[src/rtl/mnist_pkg.sv]
// Shared types for the MNIST feature pipeline: feature element type, lane
// count of feature_if, the upsampler state encoding and a width helper.
package mnist_pkg;

  localparam int FEATURE_WIDTH = 8;
  localparam int NUM_FEATURES  = 1;

  typedef logic [FEATURE_WIDTH-1:0] feature_type;

  typedef enum logic {
    LOAD = 1'b0,
    EMIT = 1'b1
  } upsample_state_t;

  // Counter width able to hold 0..n-1, never narrower than one bit.
  function automatic int cnt_bits(input int n);
    return (n > 1) ? $clog2(n) : 1;
  endfunction

endpackage

[src/rtl/feature_if.sv]
// Valid/ready feature stream. A transfer happens on a rising clock edge
// with valid && ready; features[] carries NUM_FEATURES lanes.
interface feature_if #(
  parameter int N = mnist_pkg::NUM_FEATURES
);

  logic                  valid;
  logic                  ready;
  mnist_pkg::feature_type features [N];

  modport source (output valid, output features, input ready);
  modport sink   (input valid, input features, output ready);

endinterface

[src/rtl/upsample_row_buf.sv]
// One-row feature store for the upsampler: single write port, combinational
// read port, cleared by reset.
module upsample_row_buf
  import mnist_pkg::*;
#(
  parameter int DEPTH = 2,
  parameter int AW    = 1
) (
  input  logic          clock,
  input  logic          reset_n,
  input  logic          we,
  input  logic [AW-1:0] waddr,
  input  feature_type   wdata,
  input  logic [AW-1:0] raddr,
  output feature_type   rdata
);

  feature_type mem [DEPTH];

  // Row storage: written one element per accepted input.
  // NOTE: this store is only a handful of registers, so it is reset like any
  // other flop; a real RAM macro could not be cleared this way.
  always_ff @(posedge clock or negedge reset_n) begin
    if (!reset_n) begin
      for (int i = 0; i < DEPTH; i++) mem[i] <= '0;
    end else if (we) begin
      mem[waddr] <= wdata;
    end
  end

  assign rdata = mem[raddr];

endmodule

[src/rtl/upsample.sv]
// Nearest-neighbour upsampler. Buffers one reduced input row, then replays
// it COL_STRIDE times per element and ROW_STRIDE times per row.
// Optional macro UPSAMPLE_ZERO_INSERT_EN: emit the stored element only at
// the first replica of each block (rep_r == 0, rep_c == 0), zero elsewhere.
module upsample
  import mnist_pkg::*;
#(
  parameter int ROW_STRIDE   = 2,
  parameter int COL_STRIDE   = 2,
  parameter int IMAGE_HEIGHT = 4,
  parameter int IMAGE_WIDTH  = 4
) (
  input logic       clock,
  input logic       reset_n,
  feature_if.sink   features_in,
  feature_if.source features_out
);

  localparam int IN_H  = IMAGE_HEIGHT / ROW_STRIDE;
  localparam int IN_W  = IMAGE_WIDTH / COL_STRIDE;
  localparam int COL_W = cnt_bits(IN_W);
  localparam int ROW_W = cnt_bits(IN_H);
  localparam int RC_W  = cnt_bits(COL_STRIDE);
  localparam int RR_W  = cnt_bits(ROW_STRIDE);

  localparam logic [COL_W-1:0] COL_LAST = COL_W'(IN_W - 1);
  localparam logic [ROW_W-1:0] ROW_LAST = ROW_W'(IN_H - 1);
  localparam logic [RC_W-1:0]  RC_LAST  = RC_W'(COL_STRIDE - 1);
  localparam logic [RR_W-1:0]  RR_LAST  = RR_W'(ROW_STRIDE - 1);

  if (ROW_STRIDE < 1 || COL_STRIDE < 1) begin : g_bad_stride
    $error("upsample: strides must be >= 1");
  end
  if (IMAGE_HEIGHT % ROW_STRIDE != 0) begin : g_bad_height
    $error("upsample: IMAGE_HEIGHT not divisible by ROW_STRIDE");
  end
  if (IMAGE_WIDTH % COL_STRIDE != 0) begin : g_bad_width
    $error("upsample: IMAGE_WIDTH not divisible by COL_STRIDE");
  end

  upsample_state_t   state;
  logic [COL_W-1:0]  in_col;
  logic [COL_W-1:0]  buf_col;
  logic [RC_W-1:0]   rep_c;
  logic [RR_W-1:0]   rep_r;
  logic [ROW_W-1:0]  in_row;
  feature_type       buf_rdata;

  upsample_row_buf #(
    .DEPTH (IN_W),
    .AW    (COL_W)
  ) u_row_buf (
    .clock   (clock),
    .reset_n (reset_n),
    .we      (state == LOAD && features_in.valid),
    .waddr   (in_col),
    .wdata   (features_in.features[0]),
    .raddr   (buf_col),
    .rdata   (buf_rdata)
  );

  // Row fill in LOAD, replication counters in EMIT; position lives only here.
  // NOTE: state uses non-blocking assignments so every register samples the
  // pre-edge values regardless of statement order.
  always_ff @(posedge clock or negedge reset_n) begin
    if (!reset_n) begin
      state   <= LOAD;
      in_col  <= '0;
      buf_col <= '0;
      rep_c   <= '0;
      rep_r   <= '0;
      in_row  <= '0;
    end else begin
      assert (in_row <= ROW_LAST);
      unique case (state)
        LOAD: begin
          if (features_in.valid) begin
            if (in_col == COL_LAST) begin
              in_col <= '0;
              state  <= EMIT;
            end else begin
              in_col <= in_col + 1'b1;
            end
          end
        end
        EMIT: begin
          if (features_out.ready) begin
            if (rep_c == RC_LAST) begin
              rep_c <= '0;
              if (buf_col == COL_LAST) begin
                buf_col <= '0;
                if (rep_r == RR_LAST) begin
                  rep_r  <= '0;
                  in_row <= (in_row == ROW_LAST) ? '0 : in_row + 1'b1;
                  state  <= LOAD;
                end else begin
                  rep_r <= rep_r + 1'b1;
                end
              end else begin
                buf_col <= buf_col + 1'b1;
              end
            end else begin
              rep_c <= rep_c + 1'b1;
            end
          end
        end
      endcase
    end
  end

  // Handshake and data decoded from state only, never from output ready.
  // NOTE: every output gets a default first so no path leaves it unassigned
  // and no latch is inferred.
  always_comb begin
    features_in.ready  = (state == LOAD);
    features_out.valid = (state == EMIT);
    for (int i = 0; i < NUM_FEATURES; i++) features_out.features[i] = '0;
    if (state == EMIT) begin
`ifdef UPSAMPLE_ZERO_INSERT_EN
      if (rep_r == '0 && rep_c == '0) features_out.features[0] = buf_rdata;
`else
      features_out.features[0] = buf_rdata;
`endif
    end
  end

endmodule

[src/flat_wrapper.sv]
// flat-port wrapper written by rule: the top's interface ports become plain ports
module upsample_flat import mnist_pkg::*;
#(
  parameter int ROW_STRIDE   = 2,
  parameter int COL_STRIDE   = 2,
  parameter int IMAGE_HEIGHT = 4,
  parameter int IMAGE_WIDTH  = 4
)
  (clock, reset_n, features_in_valid, features_in_features, features_in_ready, features_out_valid, features_out_features, features_out_ready);
  feature_if features_in_i ();
  feature_if features_out_i ();
  input logic clock;
  input logic reset_n;
  input wire logic [$bits(features_in_i.valid)-1:0] features_in_valid;
  input wire logic [$bits(features_in_i.features)-1:0] features_in_features;
  output wire logic [$bits(features_in_i.ready)-1:0] features_in_ready;
  output wire logic [$bits(features_out_i.valid)-1:0] features_out_valid;
  output wire logic [$bits(features_out_i.features)-1:0] features_out_features;
  input wire logic [$bits(features_out_i.ready)-1:0] features_out_ready;
  assign features_in_i.valid = features_in_valid;
  assign features_in_i.features = {>>{features_in_features}};
  assign features_in_ready = features_in_i.ready;
  assign features_out_valid = features_out_i.valid;
  assign features_out_features = {>>{features_out_i.features}};
  assign features_out_i.ready = features_out_ready;
  upsample #(.ROW_STRIDE(ROW_STRIDE), .COL_STRIDE(COL_STRIDE), .IMAGE_HEIGHT(IMAGE_HEIGHT), .IMAGE_WIDTH(IMAGE_WIDTH)) u_core (.clock(clock), .reset_n(reset_n), .features_in(features_in_i), .features_out(features_out_i));
endmodule
[config.mk]
export PLATFORM = sky130hd
export DESIGN_NAME = upsample_flat
export DESIGN_NICKNAME = d
export VERILOG_FILES = /design/src/rtl/mnist_pkg.sv /design/src/rtl/feature_if.sv /design/src/rtl/upsample_row_buf.sv /design/src/rtl/upsample.sv /design/src/flat_wrapper.sv
export SDC_FILE = /design/constraint.sdc
export NUM_CORES = 1
export LEC_CHECK = 0
export ABC_AREA = 0
export CAP_MARGIN = 20
export CORE_MARGIN = 4
export CORE_UTILIZATION = 50
export CTS_CLUSTER_DIAMETER = 60
export CTS_CLUSTER_SIZE = 28
export DETAILED_ROUTE_END_ITERATION = 7
export PLACE_DENSITY_LB_ADDON = 0.08
export SLEW_MARGIN = 15
export SYNTH_ARGS = -nofsm -noshare
export SYNTH_HDL_FRONTEND = slang
export SYNTH_SLANG_ARGS = --single-unit
[constraint.sdc]
create_clock -name clock -period 2.4 [get_ports clock]
set_input_delay 0.24 -clock clock [delete_from_list [all_inputs] [get_ports clock]]
set_output_delay 0.24 -clock clock [all_outputs]
set_load 0.01 [all_outputs]
==> summary.txt <==
GRT
  • Antenna violations before repair: 0
  • GRT overflow: 0
  • GR Util All Layers: 15.5%
  • Vias in the first global route: 647
  • Largest net degree at the start of global routing: 22
  • First-pass GRT wire length: 2980 microns

Clock tree
  • Buffer levels on the longest clock path: 2
  • CTS Buf Count: 3
  • Clock tree from TritonCTS: built
  • Number of clock sinks: 21
  • H-tree depth reported by CTS: 1
  • Count of instances resized after the clock tree is built: 0
  • Number of buffers inserted for hold repair after clock tree synthesis: 0
  • CTS root buffer: sky130_fd_sc_hd__clkbuf_4
  • Setup fix buffers added after clock tree synthesis: 0
  • Clock Pin Slew Worst Setup and Hold Paths: approximately 0.11 ns
  • Worst-skew pair later-pin latency: 0.29 ns

Route
  • Wire length on met3: ~70 microns
  • Routed metal-1 wirelength: around 720 microns
  • First DRT Iteration DRCs: 8
  • Per-cell routed wire length: 14.2 microns
  • DR pass1 iterations: 3
  • Vias/cell: 5.03
  • Total Routed Length: between 1500 and 2000 microns
  • Amount of wire on met2 after detailed routing: 866 microns
  • Highest routing layer actually used: met4
  • Number of DRC violations after detailed routing: 0
  • ANT nets after route: 0
  • Vias after detailed routing: about 600

Power and ir drop
  • Power, Total: between 0.0015 and 0.002 W
  • IR Drop Worst-Case VDD: 0.821 mV
  • Power per cell area: 1310 mW/mm^2
  • Leakage dissipation: 0.514 nW

Die
  • Die Outline Area: about 0.0026 sq mm
  • Top-level I/O count: 22
  • Row count: 15
  • Die Width: roughly 51 microns
  • Area of the core region: about 0.0017 sq mm
  • Die boundary height: about 50 microns
  • Initial standard-cell utilization of the core: 53.0%

Synthesis
  • YS warnings: 0
  • Count of cell types in the netlist: 15
  • Share of synthesized area occupied by flip-flops and latches: 56.8%
  • #FFs+latches synth: 21
  • Area of the mapped netlist: 925 sq um
  • Syn nets: slightly below 80
  • Post-synthesis instance total: 67
  • Post-synthesis area per instance: 13.8 sq um

STA
  • Pin slew with the least headroom to its limit: approximately 0.57 ns
  • Final TNS setup: 0 ns
  • Clock skew after layout: about 0.0026 ns
  • Portion of the clock cycle consumed by the worst path in the final layout: 88.6%
  • Max-Slew Margin vs Limit: slightly above 60%
  • RSZ-0062 raised after global routing: no
  • Final number of max-transition violations: 0
  • Fmax: about 470 MHz
  • Number of setup violations in the final report: 0
  • Setup WS post-layout: 0.273 ns
  • Hold Fails Final Rpt: 0
  • Min Clock Period, post-route: 2.13 ns

Critical path
  • Peak fanout along the critical path: 10
  • Required arrival time at the worst endpoint: ~2.2 ns
  • Slowest cell on the critical path: sky130_fd_sc_hd__clkdlybuf4s50_1
  • Cell family with most CP delay: buffers and inverters
  • Crit path cell chain: clkinv_1, nor2_1, clkdlybuf4s50_1
  • Crit path largest cell delay: 0.56 ns
  • Setup crit start kind: flip-flop
  • Capturing element type of the critical path: output port
  • Kind of critical path: reg -> out
  • Number of buffers and inverters on the critical path: 2
  • Critical Path AT: between 1.5 and 2 ns

Final layout
  • Share of cells above drive strength 1: a little under a quarter
  • Net count reported at finish: approximately 110
  • Syn-to-layout area delta: 29.2%
  • Number of inserted diodes: 0
  • Fill count: between 100 and 150

Job
  • Maximum capacitance violations: 0

Placed design
  • Port Buf Inserts: 21
  • Setup slack at placement: roughly 0.57 ns
  • Detailed-placement wirelength estimate: roughly 1200 microns
  • Routability congestion estimate from global placement: between 0.7 and 0.8

Min path
  • Class of the worst hold path: in -> async

Run status
  • Run status: complete, no violations
per-layer routing:
metal / track usage (%) / up-vias
met1: 18.0 / 292
met3: 3.21 / 2
met5: 0 / -
met2: 27.3 / 11
li1: - / 283
met4: 6.73 / 0
power breakdown:
group          switching, W  leakage [nW]  internal [W]  total (W)
logic              0.000264         0.251      0.000454   0.000718
registers          0.000154         0.248      0.000534   0.000688
clock network     0.0000983        0.0150     0.0000646   0.000163
through the flow:
step	util [%]	hold slack, ns	cells	cell area (sq um)
4_1_cts	68.5	0.280	117	1190
6_report	68.5	0.276	117	1190
5_1_grt	68.5	0.274	117	1190
3_3_place_gp	67.0	0.459	113	1170
2_1_floorplan	-	-0.0556	67	925
3_5_place_dp	67.0	0.475	113	1170
cell families (layout without fill, tap and decap cells):
family / Yosys count / after routing / share of synthesized area (%)
AOI/OAI and AO/OA: 1 / 1 / 0.541
xor gates and xnor gates: 4 / 4 / 3.79
buffers and inverters: 2 / 27 / 0.946
DFF: 21 / 21 / 56.8
muxes: 24 / 24 / 28.1
and+or+nand+nor: 15 / 15 / 9.74
cells in the final DEF (no fill, tap or decap):
master	count
sky130_fd_sc_hd__dfrtp_1	21
sky130_fd_sc_hd__clkdlybuf4s50_1	21
sky130_fd_sc_hd__clkinv_1	1
sky130_fd_sc_hd__xnor2_1	4
sky130_fd_sc_hd__nand2b_1	1
sky130_fd_sc_hd__clkbuf_1	1
sky130_fd_sc_hd__mux2_2	16
sky130_fd_sc_hd__nand3b_2	1
sky130_fd_sc_hd__buf_4	1
sky130_fd_sc_hd__nor3b_4	1
sky130_fd_sc_hd__nand4_1	1
sky130_fd_sc_hd__o21ai_0	1
sky130_fd_sc_hd__nand2_1	1
sky130_fd_sc_hd__mux2i_1	8
sky130_fd_sc_hd__nand3_1	1
sky130_fd_sc_hd__clkbuf_4	3
sky130_fd_sc_hd__nor2_1	8
sky130_fd_sc_hd__and4_1	1
cell type report:
class	instances	area, sq um	area share, %
repair buffers	22	218	18.2
multi-input cells	44	390	32.7
flip-flops and latches	21	526	44.0
well taps	25	31.3	2.62
inverters	1	3.75	0.314
clock buffers	4	26.3	2.20
synthesized netlist by cell type (all sizes together):
library cell	count	share of area (%)
nand4	1	0.68
buf	1	0.54
nand3b	1	1.2
dfrtp	21	57
nand2	1	0.41
nand3	1	0.54
mux2	16	19
clkinv	1	0.41
xnor2	4	3.8
nor2	8	3.2
mux2i	8	8.7
o21ai	1	0.54
nand2b	1	0.68
and4	1	0.95
nor3b	1	2.0
flip-flops by register name, summed over array words and instances, names as in the netlist:
register / count
u_core.features_out.valid: 1
u_core.rep_c: 1
u_core.in_col: 1
u_core.u_row_buf.mem: 16
u_core.buf_col: 1
u_core.rep_r: 1
path summary, 6_finish.rpt:
path,startpoint,endpoint,slack (ns),cells after the start
setup / recovery,u_core.features_out.valid$_DFF_PN0_,features_out_features[7],0.27,3
hold / removal,reset_n,u_core.rep_r$_DFFE_PN0P_,0.28,2
setup reg to reg,u_core.features_out.valid$_DFF_PN0_,u_core.u_row_buf.mem[12]$_DFFE_PN0P_,0.95,2
hold reg to reg,u_core.rep_r$_DFFE_PN0P_,u_core.rep_r$_DFFE_PN0P_,0.49,1
max in group asynchronous,reset_n,u_core.u_row_buf.mem[13]$_DFFE_PN0P_,1.91,2
min in group clock,u_core.rep_r$_DFFE_PN0P_,u_core.rep_r$_DFFE_PN0P_,0.49,1
(Power assumes the default switching activity.)
